### src/rtl/serial_sub_ctrl_pkg.sv
// Shared FSM state encoding and default operand width for serial_sub_ctrl.
package serial_sub_ctrl_pkg;
  localparam int WIDTH_DEFAULT = 8;

  typedef enum logic [1:0] {
    IDLE = 2'b00,
    RUN  = 2'b01,
    DONE = 2'b10
  } state_t;
endpackage

### src/rtl/sub_complete.sv
// One-bit full subtractor: diff = a - b - borrow_in, with borrow out.
module sub_complete (
  input  logic a_i,
  input  logic b_i,
  input  logic borrow_i,
  output logic diff_o,
  output logic borrow_o
);
  assign diff_o   = a_i ^ b_i ^ borrow_i;
  assign borrow_o = (~a_i & b_i) | (~a_i & borrow_i) | (b_i & borrow_i);
endmodule

### src/rtl/serial_sub_ctrl.sv
// Bit-serial subtractor, LSB first, one sub_complete cell per clock.
// Optional Overflow output is enabled by defining SERIAL_SUB_OVF_EN.
module serial_sub_ctrl
  import serial_sub_ctrl_pkg::*;
#(
  parameter int WIDTH = WIDTH_DEFAULT
) (
  input  logic             clk_i,
  input  logic             rst_i,
  input  logic             start_i,
  input  logic [WIDTH-1:0] a_i,
  input  logic [WIDTH-1:0] b_i,
  input  logic             borrow_in_i,
  output logic             busy_o,
  output logic             done_o,
  output logic [WIDTH-1:0] out_o,
`ifdef SERIAL_SUB_OVF_EN
  output logic             overflow_o,
`endif
  output logic             borrow_out_o
);

  localparam int CW = $clog2(WIDTH);
  localparam logic [CW-1:0] LAST = CW'(WIDTH - 1);

  state_t           state_q;
  logic [WIDTH-1:0] a_q, b_q, res_q, out_q;
  logic [CW-1:0]    cnt_q;
  logic             borrow_q, busy_q, done_q, borrow_out_q;
  logic             cellDiff, cellBorrow;
  logic [WIDTH-1:0] res_d;
  logic             unusedResLsb;

  sub_complete u_cell (
    .a_i      (a_q[0]),
    .b_i      (b_q[0]),
    .borrow_i (borrow_q),
    .diff_o   (cellDiff),
    .borrow_o (cellBorrow)
  );

  // The LSB of the result shifter falls off on every shift and is never consumed.
  assign res_d        = {cellDiff, res_q[WIDTH-1:1]};
  assign unusedResLsb = res_q[0];

`ifdef SERIAL_SUB_OVF_EN
  logic ovf_q;
  assign overflow_o = ovf_q;
`endif

  always_ff @(posedge clk_i or posedge rst_i) begin
    if (rst_i) begin
      state_q      <= IDLE;
      a_q          <= '0;
      b_q          <= '0;
      res_q        <= '0;
      out_q        <= '0;
      cnt_q        <= '0;
      borrow_q     <= 1'b0;
      busy_q       <= 1'b0;
      done_q       <= 1'b0;
      borrow_out_q <= 1'b0;
`ifdef SERIAL_SUB_OVF_EN
      ovf_q        <= 1'b0;
`endif
    end else begin
      done_q <= 1'b0;
      case (state_q)
        IDLE: begin
          if (start_i) begin
            a_q      <= a_i;
            b_q      <= b_i;
            borrow_q <= borrow_in_i;
            res_q    <= '0;
            cnt_q    <= '0;
            busy_q   <= 1'b1;
            state_q  <= RUN;
          end
        end
        RUN: begin
          a_q      <= a_q >> 1;
          b_q      <= b_q >> 1;
          borrow_q <= cellBorrow;
          res_q    <= res_d;
          // Counter holds at its terminal value so it never wraps.
          if (cnt_q == LAST) begin
            out_q        <= res_d;
            borrow_out_q <= cellBorrow;
`ifdef SERIAL_SUB_OVF_EN
            ovf_q        <= borrow_q ^ cellBorrow;
`endif
            done_q       <= 1'b1;
            state_q      <= DONE;
          end else begin
            cnt_q <= cnt_q + 1'b1;
          end
        end
        DONE: begin
          busy_q  <= 1'b0;
          state_q <= IDLE;
        end
        default: state_q <= IDLE;
      endcase
    end
  end

  assign busy_o       = busy_q;
  assign done_o       = done_q;
  assign out_o        = out_q;
  assign borrow_out_o = borrow_out_q;

endmodule

### config.mk
export PLATFORM = sky130hd
export DESIGN_NAME = serial_sub_ctrl
export DESIGN_NICKNAME = d
export VERILOG_FILES = /design/src/rtl/serial_sub_ctrl_pkg.sv /design/src/rtl/sub_complete.sv /design/src/rtl/serial_sub_ctrl.sv
export SDC_FILE = /design/constraint.sdc
export NUM_CORES = 1
export LEC_CHECK = 0
export BUFFER_PORTS_ARGS = -buffer_cell sky130_fd_sc_hd__buf_2
export CAP_MARGIN = 20
export CORE_ASPECT_RATIO = 0.7
export CORE_MARGIN = 5
export CORE_UTILIZATION = 57
export CTS_BUF_LIST = sky130_fd_sc_hd__clkbuf_4
export DETAILED_ROUTE_END_ITERATION = 10
export MAX_ROUTING_LAYER = met4
export PLACE_DENSITY = 0.89
export SETUP_SLACK_MARGIN = 0.3
export SYNTH_ARGS = -nofsm -noshare
export SYNTH_HDL_FRONTEND = slang
export SYNTH_SLANG_ARGS = --single-unit
### constraint.sdc
create_clock -name clk_i -period 1.9 [get_ports clk_i]
set_input_delay 0.38 -clock clk_i [delete_from_list [all_inputs] [get_ports clk_i]]
set_output_delay 0.38 -clock clk_i [all_outputs]
set_load 0.03 [all_outputs]
* Yosys cells after proc, flatten, opt, wreduce, memory -nomap -nowiden *
Index checks and enable logic that the tools add are counted.

operators by class
  equality and inequality tests = 6
  muxes and demuxes = 18
  add/subtract/negate cells = 1
  bitwise operators = 8
  reduce and logical (&&, ||, !) cells = 8

operator list
  kind                                                                    count
  8-bit one-hot mux with 2 select lines                                   3
  8-bit 2-to-1 mux                                                        3
  2-bit AND reduction                                                     4
  3-bit 2-to-1 mux                                                        2
  2-bit inequality test (second input constant)                           3
  3-bit one-hot mux with 2 select lines                                   1
  1-bit 2-to-1 mux                                                        4
  2-bit 2-to-1 mux                                                        2
  1-bit one-hot mux with 2 select lines                                   2
  2-bit one-hot mux with 2 select lines                                   1
  2-bit nonzero test                                                      2
  3-bit by 1-bit adder with 3-bit output (second input constant)          1
  1-bit bitwise AND                                                       3
  3-bit equality test (second input constant)                             1
  3-bit AND reduction                                                     1
  2-bit by 1-bit equality test with 1-bit output (second input constant)  1
  2-bit equality test (second input constant)                             1
  2-bit logical NOT                                                       1
  1-bit bitwise OR                                                        2
  1-bit XOR                                                               2
  1-bit NOT                                                               1

word-level totals
  bits of input ports = 20
  output and inout bits = 11
  register bits = 41
  word-level logic and storage cells = 51

* Depth between registers and ports, before layout *
  word-level depth = 5
  mapped depth = 5
  mapped depth without buffers = 4

* Cells and area by module *
Synthesis repeated with hierarchy kept, for this count alone.

second synthesis, totals
  cell total of the unflattened synthesis = 136
  area total of the unflattened synthesis = 1809.2 µm²

modules (own cells, without submodules)
  module           seq. area each (µm²)  cells each  area an instance (µm²)  times used
  serial_sub_ctrl  1001.0                133         1781.7                  1
  sub_complete     0.0                   3           27.5                    1

* Worst setup path after synthesis *
OpenSTA, ideal clock, no wires.

  kind = reg2reg
  start = register cnt_q[0]
  end = register out_q[0], in the netlist out_o[0]
  path slack = 0.334 ns
  period minus slack after synthesis = 1.566 ns
  cell stages (with the launch flop) = 6
  path buffers = 1
  library setup time = 0.128 ns
  arrival = 1.439 ns
  cells stage by stage = dfrtp_1 ha_1 ha_1 nand3b_1 buf_2 mux2_1

between the ends
  longest elaborated chain between the ends = 2

RTL lines
  what                                  RTL line               RTL
  from (decl)                           serial_sub_ctrl.sv:28  logic [CW-1:0] cnt_q;
  from (signal assigned)                serial_sub_ctrl.sv:95  cnt_q <= cnt_q + 1'b1;
  3-bit equality test                   serial_sub_ctrl.sv:86  if (cnt_q == LAST) begin
  2-bit AND reduction (no source line)  --
  to (signal assigned)                  serial_sub_ctrl.sv:87  out_q <= res_d;
  to (decl)                             serial_sub_ctrl.sv:27  logic [WIDTH-1:0] a_q, b_q, res_q, out_q;

Every way passes these cells.
A chain may end at the register's enable or synchronous reset.

* Final worst setup path *
Same ends and word-level chain as after synthesis.

==> metrics.yaml <==
grtUsageTotal_pct: 18.2
syn_avg_cell_area_sq_um: 13.2
r2r_start: "cnt_q[0]$_DFFE_PP0P_"
final.setup.tns_ps: 0
critPathArrivalTime_ps: 1810
core-area_sq_mm: 0.00311
antenna_found_initial: 0
hpwl_mm: 2.61
cp_slowest_stage_delay_ps: 410
drt_iter0_drc: 68
fin_crit_sh_pct: 83.5
final_cells: 209
vias_per_cell: 6.04
ff2ff_setup_slack_ps: 310
grtUsageMet2_pct: 27.5
required_ps: 2120
start_kind: "register"
syn_nets: 161
slew_headroom_pct: 67.5
yosysSeqAreaShare_pct: 55.1
gr-usage-met1_pct: 22.2
worstSetupEndpointType: "register"
finalMaxSlewViolations: 0
n_antenna_cell: 0
cts_buffers: 5
grtUsageMet3_pct: 6.78
grt.overflow.total: 0
netlist_instances: 138
comb_power_share_pct: 41.0
switching_share_pct: 38.3
fill_cells: 227
cp_max_fo: 9
ys_warn_count: 0
drc: 0
vias: 1263
ir_worst_vdd_v: 0.000660
ant_nets: 0
crit_type: "register to register"
grt_max_degree: 41
final_hold_viol_count: 0
pwr-share-clk_pct: 12.8
wirelength_mm: 3.69
synth_cell_type_count: 31
drv_cap: 0
finalSetupViolCount: 0
grt_pass1_wl_mm: 6.17
r2r-end: "out_o[0]$_DFFE_PP0P_"
clkLatencyLatePin_ps: 350
cp_top_family: "adder cells"
clk_pin_slew_worst_paths_ps: 120
ys_ff_latch: 40
place_area_sq_mm: 0.00199
synth_flop_cell: "dfrtp_1"
start_util_pct: 58.5
critPathBufInv: 1
synth_edf_count: 0
slowest_stage: "dfrtp_1"
portBuffers: 30
fin_area_sq_mm: 0.00207
async_flop_share_pct: 100
leakagePower_nw: 1.01
firstDrtPassIters: 4
synthToLayoutAreaGrowth_pct: 14.2
fmax_ghz: 0.631
cts_tree: "yes"
hold_buffers: 0
drive_above_1_share_pct: 38.6
die_h_um: 57.2
io_pins: 31
path_cells: "ha_1 > ha_2 > nand3b_1 > buf_12 > mux2_1"
top_usage_layer: "met2"
p_per_area_mw_per_mm2: 1550
worst_pin_slew_ps: 488
cts_max_path_buffers: 2
rsz0062_at_grt: "true"
layout.nets: 194
clock_sinks: 40
clockRootBuffer: "clkbuf_4"
place_congestion: 0.777
p_sw_mw: 1.23
hp-class: "input port to asynchronous set/reset pin"
fp-row-count: 17
die_w_um: 77.5
clock_skew_ps: 14.7
period_needed_ps: 1590
dp_cells: 200
htreeDepth: 2
dieArea_sq_mm: 0.00443
status: "finished clean"
p_int_mw: 1.99
mappedNetlistArea_sq_mm: 0.00182
grt_pass1_vias: 1282
reg2reg_depth: 5
seqPwrFrac_pct: 46.2
wl_per_cell_um: 17.6
-- metal layers --
metal  part of all wire [%]  vias up
met4                    1.8        0
met2                     48       29
met1                     45      634
met3                    5.3       10
li1                       -      590
met5                      0        -
-- worst register-to-register path, delay by kind of cell, from the launching register on --
family | cells | cell delay (ps)
fa+ha+maj | 2 | 420
buf+inv | 1 | 150
flops | 1 | 410
mux | 1 | 330
simple gates | 1 | 160
-- stage by stage --
stage,hold slack (ps),power [mW],util [%],setup WS [ps]
after floorplan,459,2.44,-,334
after global placement,469,2.68,64.0,251
after detailed placement,475,2.78,64.0,187
after CTS,133,3.20,66.4,320
after global routing,173,3.42,66.8,249
final,126,3.22,66.8,314
-- synth_stat cells, types with 2 or more instances --
master | instances | area share, %
buf_2 | 7 | 1.9
nand3_1 | 3 | 0.83
or4b_1 | 13 | 7.2
nor4bb_1 | 2 | 1.1
nor2b_1 | 2 | 0.69
inv_1 | 11 | 2.3
ha_1 | 2 | 1.4
a22o_1 | 6 | 2.9
nor4b_1 | 2 | 0.96
a221oi_1 | 2 | 0.96
dfrtp_1 | 40 | 55
buf_6 | 2 | 1.2
a21oi_1 | 2 | 0.55
mux2_1 | 7 | 4.3
nand2_1 | 2 | 0.41
o221ai_1 | 3 | 1.4
nand2b_1 | 4 | 1.4
a211o_1 | 2 | 0.96
nor3b_1 | 2 | 0.83
o221a_2 | 13 | 8.1
-- sequential cells by signal, summed over array words and instances, names as in the netlist --
signal,cells
res_q,7
done_o,1
b_q,8
state_q,2
a_q,8
borrow_out_o,1
borrow_q,1
cnt_q,3
out_o,8
busy_o,1
-- worst max path at each step --
stage | start | end | slack (ps) | cells past startpoint
after floorplan | cnt_q[0]$_DFFE_PP0P_ | out_o[0]$_DFFE_PP0P_ | 330 | 5
after global placement | cnt_q[0]$_DFFE_PP0P_ | borrow_out_o$_DFFE_PP0P_ | 250 | 4
after detailed placement | cnt_q[0]$_DFFE_PP0P_ | out_o[0]$_DFFE_PP0P_ | 190 | 4
after CTS | state_q[1]$_DFFE_PP0P_ | res_q[2]$_DFFE_PP0P_ | 320 | 3
after global routing | cnt_q[0]$_DFFE_PP0P_ | out_o[0]$_DFFE_PP0P_ | 250 | 5
final | cnt_q[0]$_DFFE_PP0P_ | out_o[0]$_DFFE_PP0P_ | 310 | 5
-- power by group through the flow --
stage,clock network (mW),logic (mW),registers [mW]
after CTS,0.416,1.30,1.48
after detailed placement,0,1.28,1.50
after global placement,0,1.21,1.47
final,0.412,1.32,1.49
after global routing,0.452,1.44,1.53
after floorplan,0,0.853,1.58
-- what timing repair did --
item | in CTS | in global routing
cloned | 0 | 0
setup buffers | 1 | 1
endpoints found under the hold margin | 0 | 0
resized for setup | 2 | 3
endpoints found under the setup margin | 22 | 29
-- cells by family after synthesis --
group	Yosys count	share of synthesized area, %
AOI/OAI and AO/OA	31	16.5
and+or+nand+nor	32	14.1
buffers and inverters	23	6.27
DFF	40	55.1
muxes	9	5.51
adders and majority gates	3	2.48
-- final cells by class --
| cell class | instances | area, sq um | share of cell area (%) |
|---|---|---|---|
| clock buffer | 5 | 37.5 | 1.81 |
| clock inverter | 2 | 12.5 | 0.603 |
| inverter | 11 | 41.3 | 1.99 |
| multi-input combinational | 75 | 709 | 34.2 |
| sequential | 40 | 1000 | 48.4 |
| tap | 38 | 47.5 | 2.29 |
| timing repair buffer | 38 | 223 | 10.7 |
-- placed cells by master (no fill, tap or decap), drive strengths merged, types with 2 or more instances in the layout --
cell,instances
o221ai,3
nor3b,2
nand2b,4
nor4bb,2
a22o,6
nor4b,2
inv,11
a211o,2
a21oi,2
nand2,2
or4b,13
nand3,3
dfrtp,40
o221a,13
buf,38
clkbuf,5
a221oi,2
ha,2
nor2b,2
mux2,8
Power figures use the tool's default switching activity.
